File: src/rtl/aurora_tx_sched_pkg.sv
// Shared types and constants for the Aurora TX packet scheduler.
package aurora_tx_sched_pkg;

    typedef enum logic [1:0] {
        IDLE   = 2'd0,
        GRANT0 = 2'd1,
        GRANT1 = 2'd2
    } state_t;

    typedef enum logic {
        SRC0 = 1'b0,
        SRC1 = 1'b1
    } src_t;

    localparam logic [1:0] MODE_HOST = 2'b00;
    localparam logic [1:0] MODE_LOOP = 2'b01;
    localparam logic [1:0] MODE_RR   = 2'b10;
    localparam logic [1:0] MODE_PRIO = 2'b11;

    typedef struct packed {
        logic valid;
        src_t src;
    } pick_t;

    // One IDLE arbitration decision; 'last' is the source granted most recently.
    function automatic pick_t pick_source(input logic [1:0] mode,
                                          input logic       v0,
                                          input logic       v1,
                                          input src_t       last);
        pick_t p;
        p.valid = 1'b0;
        p.src   = SRC0;
        case (mode)
            MODE_HOST: begin
                p.valid = v0;
                p.src   = SRC0;
            end
            MODE_LOOP: begin
                p.valid = v1;
                p.src   = SRC1;
            end
            MODE_RR: begin
                p.valid = v0 | v1;
                if (v0 && v1) p.src = (last == SRC0) ? SRC1 : SRC0;
                else          p.src = v0 ? SRC0 : SRC1;
            end
            default: begin
                p.valid = v0 | v1;
                p.src   = v0 ? SRC0 : SRC1;
            end
        endcase
        return p;
    endfunction

endpackage

File: src/rtl/sat_pkt_cnt.sv
// Saturating packet counter with a synchronous clear that overrides increment.
module sat_pkt_cnt #(
    parameter int CNT_WIDTH = 16
) (
    input  logic                 clk,
    input  logic                 rst_n,
    input  logic                 clr,
    input  logic                 inc,
    output logic [CNT_WIDTH-1:0] cnt
);

    // NOTE: sequential state uses non-blocking assignments so every flop samples pre-edge values.
    always_ff @(posedge clk or negedge rst_n) begin
        if (!rst_n) begin
            cnt <= '0;
        end else if (clr) begin
            cnt <= '0;
        end else if (inc && (cnt != {CNT_WIDTH{1'b1}})) begin
            cnt <= cnt + 1'b1;
        end
    end

endmodule

File: src/rtl/aurora_tx_sched.sv
// Two-source AXI-Stream packet scheduler feeding the Aurora TX user interface.
module aurora_tx_sched
    import aurora_tx_sched_pkg::*;
#(
    parameter int DATA_WIDTH = 32,
    parameter int CNT_WIDTH  = 16
) (
    input  logic                  m_axis_aclk,
    input  logic                  m_axis_aresetn,

    input  logic                  s0_axis_tvalid,
    input  logic [DATA_WIDTH-1:0] s0_axis_tdata,
    input  logic                  s0_axis_tlast,
    output logic                  s0_axis_tready,

    input  logic                  s1_axis_tvalid,
    input  logic [DATA_WIDTH-1:0] s1_axis_tdata,
    input  logic                  s1_axis_tlast,
    output logic                  s1_axis_tready,

    output logic                  m_axis_tvalid,
    output logic [DATA_WIDTH-1:0] m_axis_tdata,
    output logic                  m_axis_tlast,
    input  logic                  m_axis_tready,

    input  logic                  channel_up,
    input  logic [1:0]            ctrl_mode,
    input  logic                  cnt_clr,
    output logic [CNT_WIDTH-1:0]  pkt_cnt0,
    output logic [CNT_WIDTH-1:0]  pkt_cnt1,
    output logic                  busy
);

    state_t state, state_nxt;
    src_t   last_grant, last_grant_nxt;
    pick_t  pick;
    logic   end0, end1;

    assign pick = pick_source(ctrl_mode, s0_axis_tvalid, s1_axis_tvalid, last_grant);
    assign end0 = (state == GRANT0) && s0_axis_tvalid && m_axis_tready && s0_axis_tlast;
    assign end1 = (state == GRANT1) && s1_axis_tvalid && m_axis_tready && s1_axis_tlast;

    always_ff @(posedge m_axis_aclk or negedge m_axis_aresetn) begin
        if (!m_axis_aresetn) begin
            state      <= IDLE;
            last_grant <= SRC1;
        end else begin
            state      <= state_nxt;
            last_grant <= last_grant_nxt;
        end
    end

    // NOTE: every signal driven here gets a default first, so no path can infer a latch.
    always_comb begin
        state_nxt      = state;
        last_grant_nxt = last_grant;
        case (state)
            IDLE: begin
                if (channel_up && pick.valid) begin
                    state_nxt      = (pick.src == SRC0) ? GRANT0 : GRANT1;
                    last_grant_nxt = pick.src;
                end
            end
            GRANT0:  if (end0) state_nxt = IDLE;
            GRANT1:  if (end1) state_nxt = IDLE;
            default: state_nxt = IDLE;
        endcase
    end

    // The grant register steers a pure mux: data passes through with no added latency.
    always_comb begin
        m_axis_tvalid  = 1'b0;
        m_axis_tdata   = '0;
        m_axis_tlast   = 1'b0;
        s0_axis_tready = 1'b0;
        s1_axis_tready = 1'b0;
        case (state)
            GRANT0: begin
                m_axis_tvalid  = s0_axis_tvalid;
                m_axis_tdata   = s0_axis_tdata;
                m_axis_tlast   = s0_axis_tlast;
                s0_axis_tready = m_axis_tready;
            end
            GRANT1: begin
                m_axis_tvalid  = s1_axis_tvalid;
                m_axis_tdata   = s1_axis_tdata;
                m_axis_tlast   = s1_axis_tlast;
                s1_axis_tready = m_axis_tready;
            end
            default: ;
        endcase
    end

    assign busy = (state != IDLE);

    sat_pkt_cnt #(.CNT_WIDTH(CNT_WIDTH)) u_cnt0 (
        .clk   (m_axis_aclk),
        .rst_n (m_axis_aresetn),
        .clr   (cnt_clr),
        .inc   (end0),
        .cnt   (pkt_cnt0)
    );

    sat_pkt_cnt #(.CNT_WIDTH(CNT_WIDTH)) u_cnt1 (
        .clk   (m_axis_aclk),
        .rst_n (m_axis_aresetn),
        .clr   (cnt_clr),
        .inc   (end1),
        .cnt   (pkt_cnt1)
    );

endmodule

File: config.mk
export PLATFORM = sky130hd
export DESIGN_NAME = aurora_tx_sched
export DESIGN_NICKNAME = d
export VERILOG_FILES = /design/src/rtl/aurora_tx_sched_pkg.sv /design/src/rtl/sat_pkt_cnt.sv /design/src/rtl/aurora_tx_sched.sv
export SDC_FILE = /design/constraint.sdc
export NUM_CORES = 1
export LEC_CHECK = 0
export ABC_AREA = 0
export BUFFER_PORTS_ARGS = -buffer_cell sky130_fd_sc_hd__clkbuf_2
export CORE_AREA = 2 2 104 106
export CTS_BUF_LIST = sky130_fd_sc_hd__clkbuf_8
export CTS_CLUSTER_DIAMETER = 30
export CTS_CLUSTER_SIZE = 40
export DETAILED_ROUTE_END_ITERATION = 10
export DIE_AREA = 0 0 106 108
export PLACE_DENSITY_LB_ADDON = 0.05
export RECOVER_POWER = 100
export SLEW_MARGIN = 10
export SYNTH_ARGS = -nofsm -noshare
export SYNTH_HDL_FRONTEND = slang
export SYNTH_SLANG_ARGS = --single-unit
export TNS_END_PERCENT = 10
File: constraint.sdc
create_clock -name m_axis_aclk -period 2.4 [get_ports m_axis_aclk]
set_clock_uncertainty 0.2 [all_clocks]
set_input_delay 0.48 -clock m_axis_aclk [delete_from_list [all_inputs] [get_ports m_axis_aclk]]
set_output_delay 0.48 -clock m_axis_aclk [all_outputs]
set_load 0.02 [all_outputs]
# [After elaboration in Yosys (flattened, before gate mapping)]
# Index checks and enable logic that the tools add are counted.
[totals] elab_cells=51 latchBits=0 mem_bits_rw=0 in_bits=75 output_inout_bits=69 regBits=35 n_memories=0 mem_bits_ro=0
[classes] bitwise=1 n_mux=18 n_eq_ne=9 mul=0 div_mod_pow=0 add_sub_neg=2 shift=0 n_reduce_logical=17 order_cmp=0
[ops] cell="16-bit two-way mux" n=4
[ops] cell="32-bit case mux with 2 select lines" n=1
[ops] cell="16-bit by 1-bit adder with 16-bit output (second input constant)" n=2
[ops] cell="16-bit != test (second input constant)" n=2
[ops] cell="2-bit case mux with 3 select lines" n=2
[ops] cell="1-bit logical AND" n=10
[ops] cell="2-bit two-way mux" n=4
[ops] cell="2-bit nonzero test" n=3
[ops] cell="1-bit two-way mux" n=5
[ops] cell="2-bit by 1-bit equality test with 1-bit output (second input constant)" n=2
[ops] cell="2-bit equality test (second input constant)" n=2
[ops] cell="2-bit logical NOT" n=2
[ops] cell="2-bit by 1-bit != test with 1-bit output (second input constant)" n=2
[ops] cell="1-bit case mux with 2 select lines" n=2
[ops] cell="3-bit AND reduction" n=1
[ops] cell="2-bit != test (second input constant)" n=1
[ops] cell="2-bit AND reduction" n=1
[ops] cell="1-bit bitwise OR" n=1

# [Depth between registers and ports, before layout]
# Gate-level depths: netlist (run 1).
[logic_depth] depth_word=7 ltp_mapped=9 ltp_nobuf=6

# [Modules after synthesis]
# Synthesis (run 1) repeated with hierarchy kept, for this count alone.
[hier_totals] hier_cells=310 hier_area_um2=2701.3
[modules_own_cells] mod="sat_pkt_cnt" seq_area_each_um2=400.4 instances=2 area_per_inst_um2=942.2 cells_per_inst=98
[modules_own_cells] mod="aurora_tx_sched" seq_area_each_um2=76.3 instances=1 area_per_inst_um2=817.0 cells_per_inst=114

# [Least setup slack after synthesis (run 1)]
# No wires, ideal clock.
[synth_timing] path_kind="flip-flop to flip-flop" startpoint="reg state[1]" endpoint="reg u_cnt0.cnt[15]" required_ns=2.075 setup_time_ns=0.125 path_stages_with_launch=9 synth_period_minus_slack_ns=2.326 t_arrival_ns=2.001 setup_slack_ns=0.074 path_cell_list="dfrtp_1 -> inv_1 -> ha_1 -> buf_4 -> nand4_4 -> or4_1 -> buf_2 -> nor4b_1 -> mux2_2"
[synth_between] elab_chain_len=6
[synth_rtl] item="from (decl)" line_no="aurora_tx_sched.sv:34" text="state_t state, state_nxt;"
[synth_rtl] item="from (signal assigned)" line_no="aurora_tx_sched.sv:48" text="state <= state_nxt;"
[synth_rtl] item="2-bit by 1-bit equality test with 1-bit output" line_no="aurora_tx_sched.sv:40" text="assign end0 = (state == GRANT0) && s0_axis_tvalid && m_axis_tready && s0_axis_tlast;"
[synth_rtl] item="1-bit logical AND (3 in a row)" line_no="aurora_tx_sched.sv:40"
[synth_rtl] item="1-bit logical AND" line_no="sat_pkt_cnt.sv:18" text="end else if (inc && (cnt != {CNT_WIDTH{1'b1}})) begin"
[synth_rtl] item="2-bit nonzero test (no source line)"
[synth_rtl] item="to (signal assigned)" line_no="sat_pkt_cnt.sv:19" text="cnt <= cnt + 1'b1;"
[synth_rtl] item="to (decl)" line_no="sat_pkt_cnt.sv:9" text="output logic [CNT_WIDTH-1:0] cnt"
# Every way passes these cells.
# A chain may end at the register's enable or synchronous reset.

# [Worst setup path after layout (run 1)]
[layout_timing] startpoint="reg state[1]" endpoint="out m_axis_tdata[0]"
[layout_between] elab_chain_len=2 word_cells_on_any_way=3
[layout_rtl] item="2-bit equality test or 2-bit by 1-bit equality test with 1-bit output (tied branches)" line_no="aurora_tx_sched.sv:77" text="case (state)"
[layout_rtl] item="32-bit case mux with 2 select lines *" line_no="aurora_tx_sched.sv:77"
[layout_rtl] item="to (decl)" line_no="aurora_tx_sched.sv:22" text="output logic [DATA_WIDTH-1:0] m_axis_tdata,"
# Mark *: on every way between the ends. The rest lies on a longest branch, timed or not.

==> results by group, run 1 <==
Outcome
  – Status: finished, final reports clean

Drt
  – Drt first pass iters: 6
  – Total Wirelength: 8.46 mm
  – DRT met1 WL: a little under 4 mm
  – Final ANT Viol Nets: 0
  – Top sig layer: met4
  – Routed wl met3: ~340 um
  – DR WL met2: ~4.2 mm
  – Vias/cell: 5.01
  – Remaining DRCs: 0
  – Initial DRC count: between 150 and 200
  – DR WL/cell: 14.6 um
  – Routed via count: between 2000 and 3000

Worst setup path
  – CP Capture Type: output port
  – Worst Setup Start Kind: flop
  – Critical path capture point: m_axis_tdata[0]
  – Worst EP arrival: around 1.6 ns
  – Critical Path RT: roughly 1.7 ns
  – R2R depth: 7
  – RR Startpoint: state[1]$_DFFE_PN0P_
  – CP max FO: 36
  – Worst R2R Setup Slack: ~0.12 ns
  – Reg2reg end: u_cnt0.cnt[10]$_DFFE_PN0P_
  – Crit path from: state[1]$_DFFE_PN0P_
  – Kind of critical path: flop to output port

Floorplan
  – Die Area: roughly 11000 um2
  – Horiz. Die Dim: between 100 and 150 um
  – # IOs: 144
  – Initial core utilization: 24.6%
  – Core area: between 10000 and 15000 um2
  – Std-Cell Rows: 37
  – Die H: roughly 110 um

Synthesis
  – Synth Instances: a little under 300
  – Mapped Nets: 375
  – Cell taking the most area after synthesis: dfrtp_1
  – Avg Synthesized Cell Area: between 8 and 9 um2
  – Synth top area share: about 34%
  – Yosys warning total: 0
  – Largest cells by area after synthesis: dfrtp_1 (34%), a22oi_1 (10%), nor2b_1 (8.9%), a21oi_1 (5.2%), or4_1 (3.9%)
  – Seq/Total Area, Yosys: 34.8%
  – Synth Register Bits: 35
  – Yosys cell types: between 40 and 50
  – Cell Area, Synth: roughly 2500 um2

Power and ir drop
  – Worst vdd ir: ~0.37 mV
  – LEAKAGE: between 0.001 and 0.0015 uW
  – Pwr dens: 723 nW/um2

Clocking
  – CTS max path bufs: 2
  – Gates resized, CTS repair: 3
  – Clk_lat worst skew: between 0.2 and 0.3 ns
  – Htree depth: 2
  – Num Clock Sinks: 35
  – Hold buffers post-CTS: 0
  – Clk slew on worst S/H paths: around 0.080 ns
  – CTS tree: done
  – Clock buffer count from CTS: 5
  – Root Driver: clkbuf_8
  – Post-CTS setup buffers: 0

Layout
  – Most common cell after layout, fill and taps aside: clkbuf_2
  – Diode count: 0
  – Commonest non-fill, non-tap cells in the layout: clkbuf_2 (109), nor2b_1 (36), a22oi_1 (34), clkbuf_1 (34), dfrtp_1 (34)
  – Layout cell share with drive strength beyond 1: 33.3%
  – Fill cells: about 1100
  – Final nets: 523
  – Area Overhead vs Synth: 42.5%
  – Fin util: between 30% and 40%

STA
  – Final worst slack: between 0.1 and 0.15 ns
  – RSZ-0062 raised after global routing: true
  – Max Freq: 0.436 GHz
  – Slew HR: around two fifths
  – Max-slew violation count: 0
  – Setup TNS: 0 ns
  – Count of final setup violators: 0
  – Post-route clock period utilization: roughly 96%
  – Worst slew pin tran: a little over 0.9 ns
  – Fin. Hold Viols: 0
  – Minimum clock period: 2.30 ns

GRT
  – GRT overflow: 0
  – Vias in the first global route: about 2700
  – First-pass GRT wire length: approximately 13 mm
  – Aggregate global-route resource usage: between 10% and 20%
  – Largest net degree at the start of global routing: 37
  – Initial antenna violation count: 0

Placed design
  – Number of port buffers: ~140
  – Gpl congestion: approximately 0.73
  – HPWL Detailed: 6.31 mm
  – Setup Slack @ Placement: ~0.086 ns

Flow run
  – Max-cap violation count: 0

Hold path
  – HP Class: primary input to async pin
Yosys cell counts:
cell	count
o41ai_1	6
o21ai_0	12
nand4_1	11
or3_1	14
nor4_1	1
nor2_1	9
nand3_1	11
ha_1	5
mux2_2	3
nand4_4	1
o311ai_0	3
buf_1	1
clkbuf_1	14
o31ai_1	10
dfstp_2	1
nor3_1	1
mux2i_1	2
a21oi_1	26
o221ai_1	1
or4_1	13
nor2b_1	36
or3b_2	1
nor4b_1	2
xor2_1	1
nand2_1	13
and3_1	3
buf_4	1
o32ai_1	1
dfrtp_1	34
a31oi_1	1
o21a_1	1
or4b_2	1
or2_2	2
inv_1	8
a22o_1	1
buf_2	4
and2_1	3
o221a_2	1
and4_1	1
a22oi_1	34
nand2b_1	1
sequential cells by signal, indices dropped and copies added, names as in the netlist:
register    count
u_cnt0.cnt     16
u_cnt1.cnt     16
state           2
last_grant      1
layer usage:
metal / global-route usage [%] / vias to the layer above
met1: 19.1 / 1388
met2: 23.3 / 78
met3: 2.47 / 4
met5: 0 / -
met4: 2.54 / 0
li1: - / 1434
worst max-delay path, cell delays in order, from the launching register on:
cell and delay [ns]:
dfrtp_1 0.38, inv_1 0.08, ha_2 0.23, buf_12 0.21
a22oi_1 0.12, nor2b_1 0.13, buf_2 0.18
cell type report:
class / instances / area (um2) / share of cell area (%)
multi-input combinational: 232 / 1550 / 43.1
clock buffer: 6 / 82.6 / 2.30
tap: 136 / 170 / 4.74
timing repair buffer: 161 / 845 / 23.5
inverter: 8 / 30.0 / 0.837
sequential: 35 / 877 / 24.5
clock inverter: 2 / 35.0 / 0.977
per-stage QoR:
stage / hold WS (ns) / instances / area [um2] / total power, uW
6_report: 0.199 / 580 / 3590 / 2590
5_1_grt: 0.294 / 580 / 3590 / 2780
4_1_cts: 0.0460 / 580 / 3600 / 2590
3_5_place_dp: 0.351 / 572 / 3470 / 1990
3_3_place_gp: 0.337 / 572 / 3470 / 1990
2_1_floorplan: -0.0156 / 295 / 2520 / 1530
where the power goes:
group	internal [uW]	switching [uW]	total (uW)	leakage [uW]
registers	620	13.8	634	0.000484
logic	609	785	1390	0.000939
clock network	336	227	563	0.0000612
total	1570	1030	2590	0.00148
kinds of logic (layout without fill, tap and decap cells):
logic type               after synthesis  count (layout)  synth area share [%]
adder cells (fa/ha/maj)                5               5                  2.49
AND/OR/NAND/NOR                      124             124                  29.8
XOR/XNOR                               1               1                 0.348
flip-flops                            35              35                  34.8
multiplexers                           5               5                  2.14
AO/OA/AOI/OAI                         97              97                  25.8
buffers and inverters                 28             177                  4.52
worst min-delay path by stage:
stage | start | end | slack (ns) | cells after the start
2_1_floorplan | m_axis_aresetn | state[0]$_DFFE_PN0P_ | -0.02 | 0
3_3_place_gp | u_cnt0.cnt[14]$_DFFE_PN0P_ | u_cnt0.cnt[14]$_DFFE_PN0P_ | 0.34 | 1
3_5_place_dp | u_cnt0.cnt[14]$_DFFE_PN0P_ | u_cnt0.cnt[14]$_DFFE_PN0P_ | 0.35 | 1
4_1_cts | m_axis_aresetn | u_cnt0.cnt[12]$_DFFE_PN0P_ | 0.05 | 2
5_1_grt | m_axis_aresetn | u_cnt0.cnt[12]$_DFFE_PN0P_ | 0.29 | 2
6_report | m_axis_aresetn | u_cnt0.cnt[12]$_DFFE_PN0P_ | 0.20 | 2
Power figures use the tool's default switching activity.
==> inputs of run 2 (changes only) <==
- RECOVER_POWER: 100 -> default
==> results by group, run 2 (synthesis gave the netlist of run 1 again) <==
STA
  – Fin. Hold Viols: 0 (unchanged)
  – Worst slew pin tran: 0.490 ns (-0.434 ns)
  – Count of final setup violators: 0 (unchanged)
  – RSZ-0062 raised after global routing: true
  – Max-slew violation count: 0 (unchanged)
  – Final hold slack: 0.0351 ns (-0.163 ns)
  – Max Freq: 0.436 GHz (+0.12%)
  – Post-route clock period utilization: 95.6% (-0.11 points)
  – Minimum clock period: 2.29 ns (-0.00271 ns)
  – Slew HR: 67.3% (+29 points)

Drt
  – Final ANT Viol Nets: 0 (unchanged)
  – Total Wirelength: 8.45 mm (about the same)
  – Vias/cell: 4.97 (-0.69%)
  – DR WL/cell: 14.6 um (about the same)
  – Remaining DRCs: 0 (unchanged)
  – Routed via count: 2884 (-0.69%)
  – Initial DRC count: 136 (-18%)
  – Drt first pass iters: 4 (-2)

Placed design
  – Gpl congestion: 0.727 (unchanged)
  – Number of port buffers: 143 (unchanged)
  – HPWL Detailed: 6.31 mm (unchanged)

Floorplan
  – Horiz. Die Dim: 106 um (unchanged)
  – Die Area: 11400 um2 (unchanged)
  – Std-Cell Rows: 37 (unchanged)
  – Initial core utilization: 24.6% (unchanged)
  – # IOs: 144 (unchanged)
  – Core area: 10200 um2 (unchanged)
  – Die H: 108 um (unchanged)

Worst setup path
  – Crit path from: state[1]$_DFFE_PN0P_
  – Critical path capture point: m_axis_tdata[0]
  – CP cell instances: inv_1, ha_2, buf_12, a22oi_1, nor2b_1, buf_2
  – Crit-path max cell delay: 0.38 ns (about the same)
  – RR Startpoint: state[1]$_DFFE_PN0P_
  – Worst R2R Setup Slack: 0.12 ns (about the same)
  – Worst EP arrival: 1.61 ns (about the same)
  – Critical path depth in cells: 6 (unchanged)
  – Critical Path RT: 1.72 ns (about the same)
  – Worst Setup Start Kind: flop
  – CP max FO: 36 (unchanged)
  – Crit path max-delay family: buffers and inverters
  – Worst path slowest cell: dfrtp_1
  – R2R depth: 7 (unchanged)
  – CP bufs+invs: 3 (unchanged)
  – CP Capture Type: output port
  – Kind of critical path: flop to output port
  – Reg2reg end: u_cnt0.cnt[10]$_DFFE_PN0P_

GRT
  – Largest net degree at the start of global routing: 37 (unchanged)
  – GRT overflow: 0 (unchanged)
  – Vias in the first global route: 2685 (unchanged)
  – Aggregate global-route resource usage: 13.9% (unchanged)
  – First-pass GRT wire length: 13.2 mm (unchanged)
  – Initial antenna violation count: 0 (unchanged)

Clocking
  – Root Driver: clkbuf_8
  – CTS max path bufs: 2 (unchanged)
  – Clock buffer count from CTS: 5 (unchanged)
  – Clk_lat worst skew: 0.28 ns (about the same)
  – Hold buffers post-CTS: 0 (unchanged)
  – Clk slew on worst S/H paths: 0.08 ns (about the same)
  – Num Clock Sinks: 35 (unchanged)
  – Htree depth: 2 (unchanged)
  – CTS tree: done

Power and ir drop
  – Pwr dens: 713 nW/um2 (-1.4%)
  – LEAKAGE: 0.00161 uW (+8.2%)
  – Worst vdd ir: 0.367 mV (about the same)

Layout
  – Layout cell share with drive strength beyond 1: 41.4% (+8.1 points)
  – Area Overhead vs Synth: 45.0%
  – Fill cells: 1070 (-1.8%)
  – Largest regs: u_cnt0.cnt: 16 flops, u_cnt1.cnt: 16 flops, state: 2 flops
  – Fin util: 35.7% (+0.61 points)
  – Most common cell after layout, fill and taps aside: clkbuf_2
  – Diode count: 0 (unchanged)
  – Final nets: 523 (unchanged)
  – Commonest non-fill, non-tap cells in the layout: clkbuf_2 (140), nor2b_1 (36), a22oi_1 (34), dfrtp_1 (34), a21oi_1 (26)

Outcome
  – Status: finished, final reports clean

Flow run
  – Max-cap violation count: 0 (unchanged)

Hold path
  – HP Class: primary input to async pin
-- run 2: worst min path at each step --
| stage | to | cells after the start | start |
|---|---|---|---|
| final | u_cnt0.cnt[12]$_DFFE_PN0P_ | 2 | m_axis_aresetn |
| after global routing | u_cnt0.cnt[12]$_DFFE_PN0P_ | 2 | m_axis_aresetn |
| after CTS | u_cnt0.cnt[12]$_DFFE_PN0P_ | 2 | m_axis_aresetn |
| after detailed placement | u_cnt0.cnt[14]$_DFFE_PN0P_ | 1 | u_cnt0.cnt[14]$_DFFE_PN0P_ |
| after global placement | u_cnt0.cnt[14]$_DFFE_PN0P_ | 1 | u_cnt0.cnt[14]$_DFFE_PN0P_ |
| after floorplan | state[0]$_DFFE_PN0P_ | 0 | m_axis_aresetn |
-- run 2: repair_timing --
action	4_1_cts	5_1_grt
setup buffers	0	0
setup endpoints to repair	34	40
resized for setup	3	13
-- run 2: cell type report --
class	count	area, um2	share of cell area [%]
sequential	35	877	24.0
inverter	8	30.0	0.823
timing repair buffer	161	895	24.5
tap	136	170	4.66
clock inverter	2	35.0	0.960
clock buffer	6	82.6	2.26
multi-input combinational	232	1560	42.7
-- run 2: where the power goes --
part	internal, uW	total, uW	leakage, uW	switching, uW
registers	620	634	0.000484	13.9
logic	616	1400	0.00106	787
clock network	336	564	0.0000612	227
total	1570	2600	0.00161	1030
-- run 2: worst register-to-register path, delay by kind of cell, from the launching register on --
kind,cells,cell delay [ns]
buffers and inverters,2,0.29
DFF,1,0.38
adders and majority gates,1,0.23
AOI/OAI and AO/OA,1,0.15
and+or+nand+nor,3,0.97
-- run 2: per-layer routing --
layer | wire length, um | part of all wire, % | global-route usage (%) | vias to the layer above
li1 | - | - | - | 1433
met4 | 59 | 0.70 | 2.54 | 0
met3 | 353 | 4.2 | 2.47 | 4
met2 | 4210 | 50 | 23.3 | 81
met5 | 0 | 0 | 0 | -
met1 | 3830 | 45 | 19.1 | 1366
-- run 2: stage by stage --
stage	power, uW	cells	setup TNS (ns)	setup WS (ns)	cell area, um2
floorplan	1530	295	0	0.0742	2520
global placement	1990	572	0	0.111	3470
detailed placement	1990	572	0	0.0863	3470
CTS	2590	580	0	0.000574	3600
global route	2790	580	-0.0170	-0.00944	3650
finish	2600	580	0	0.107	3650
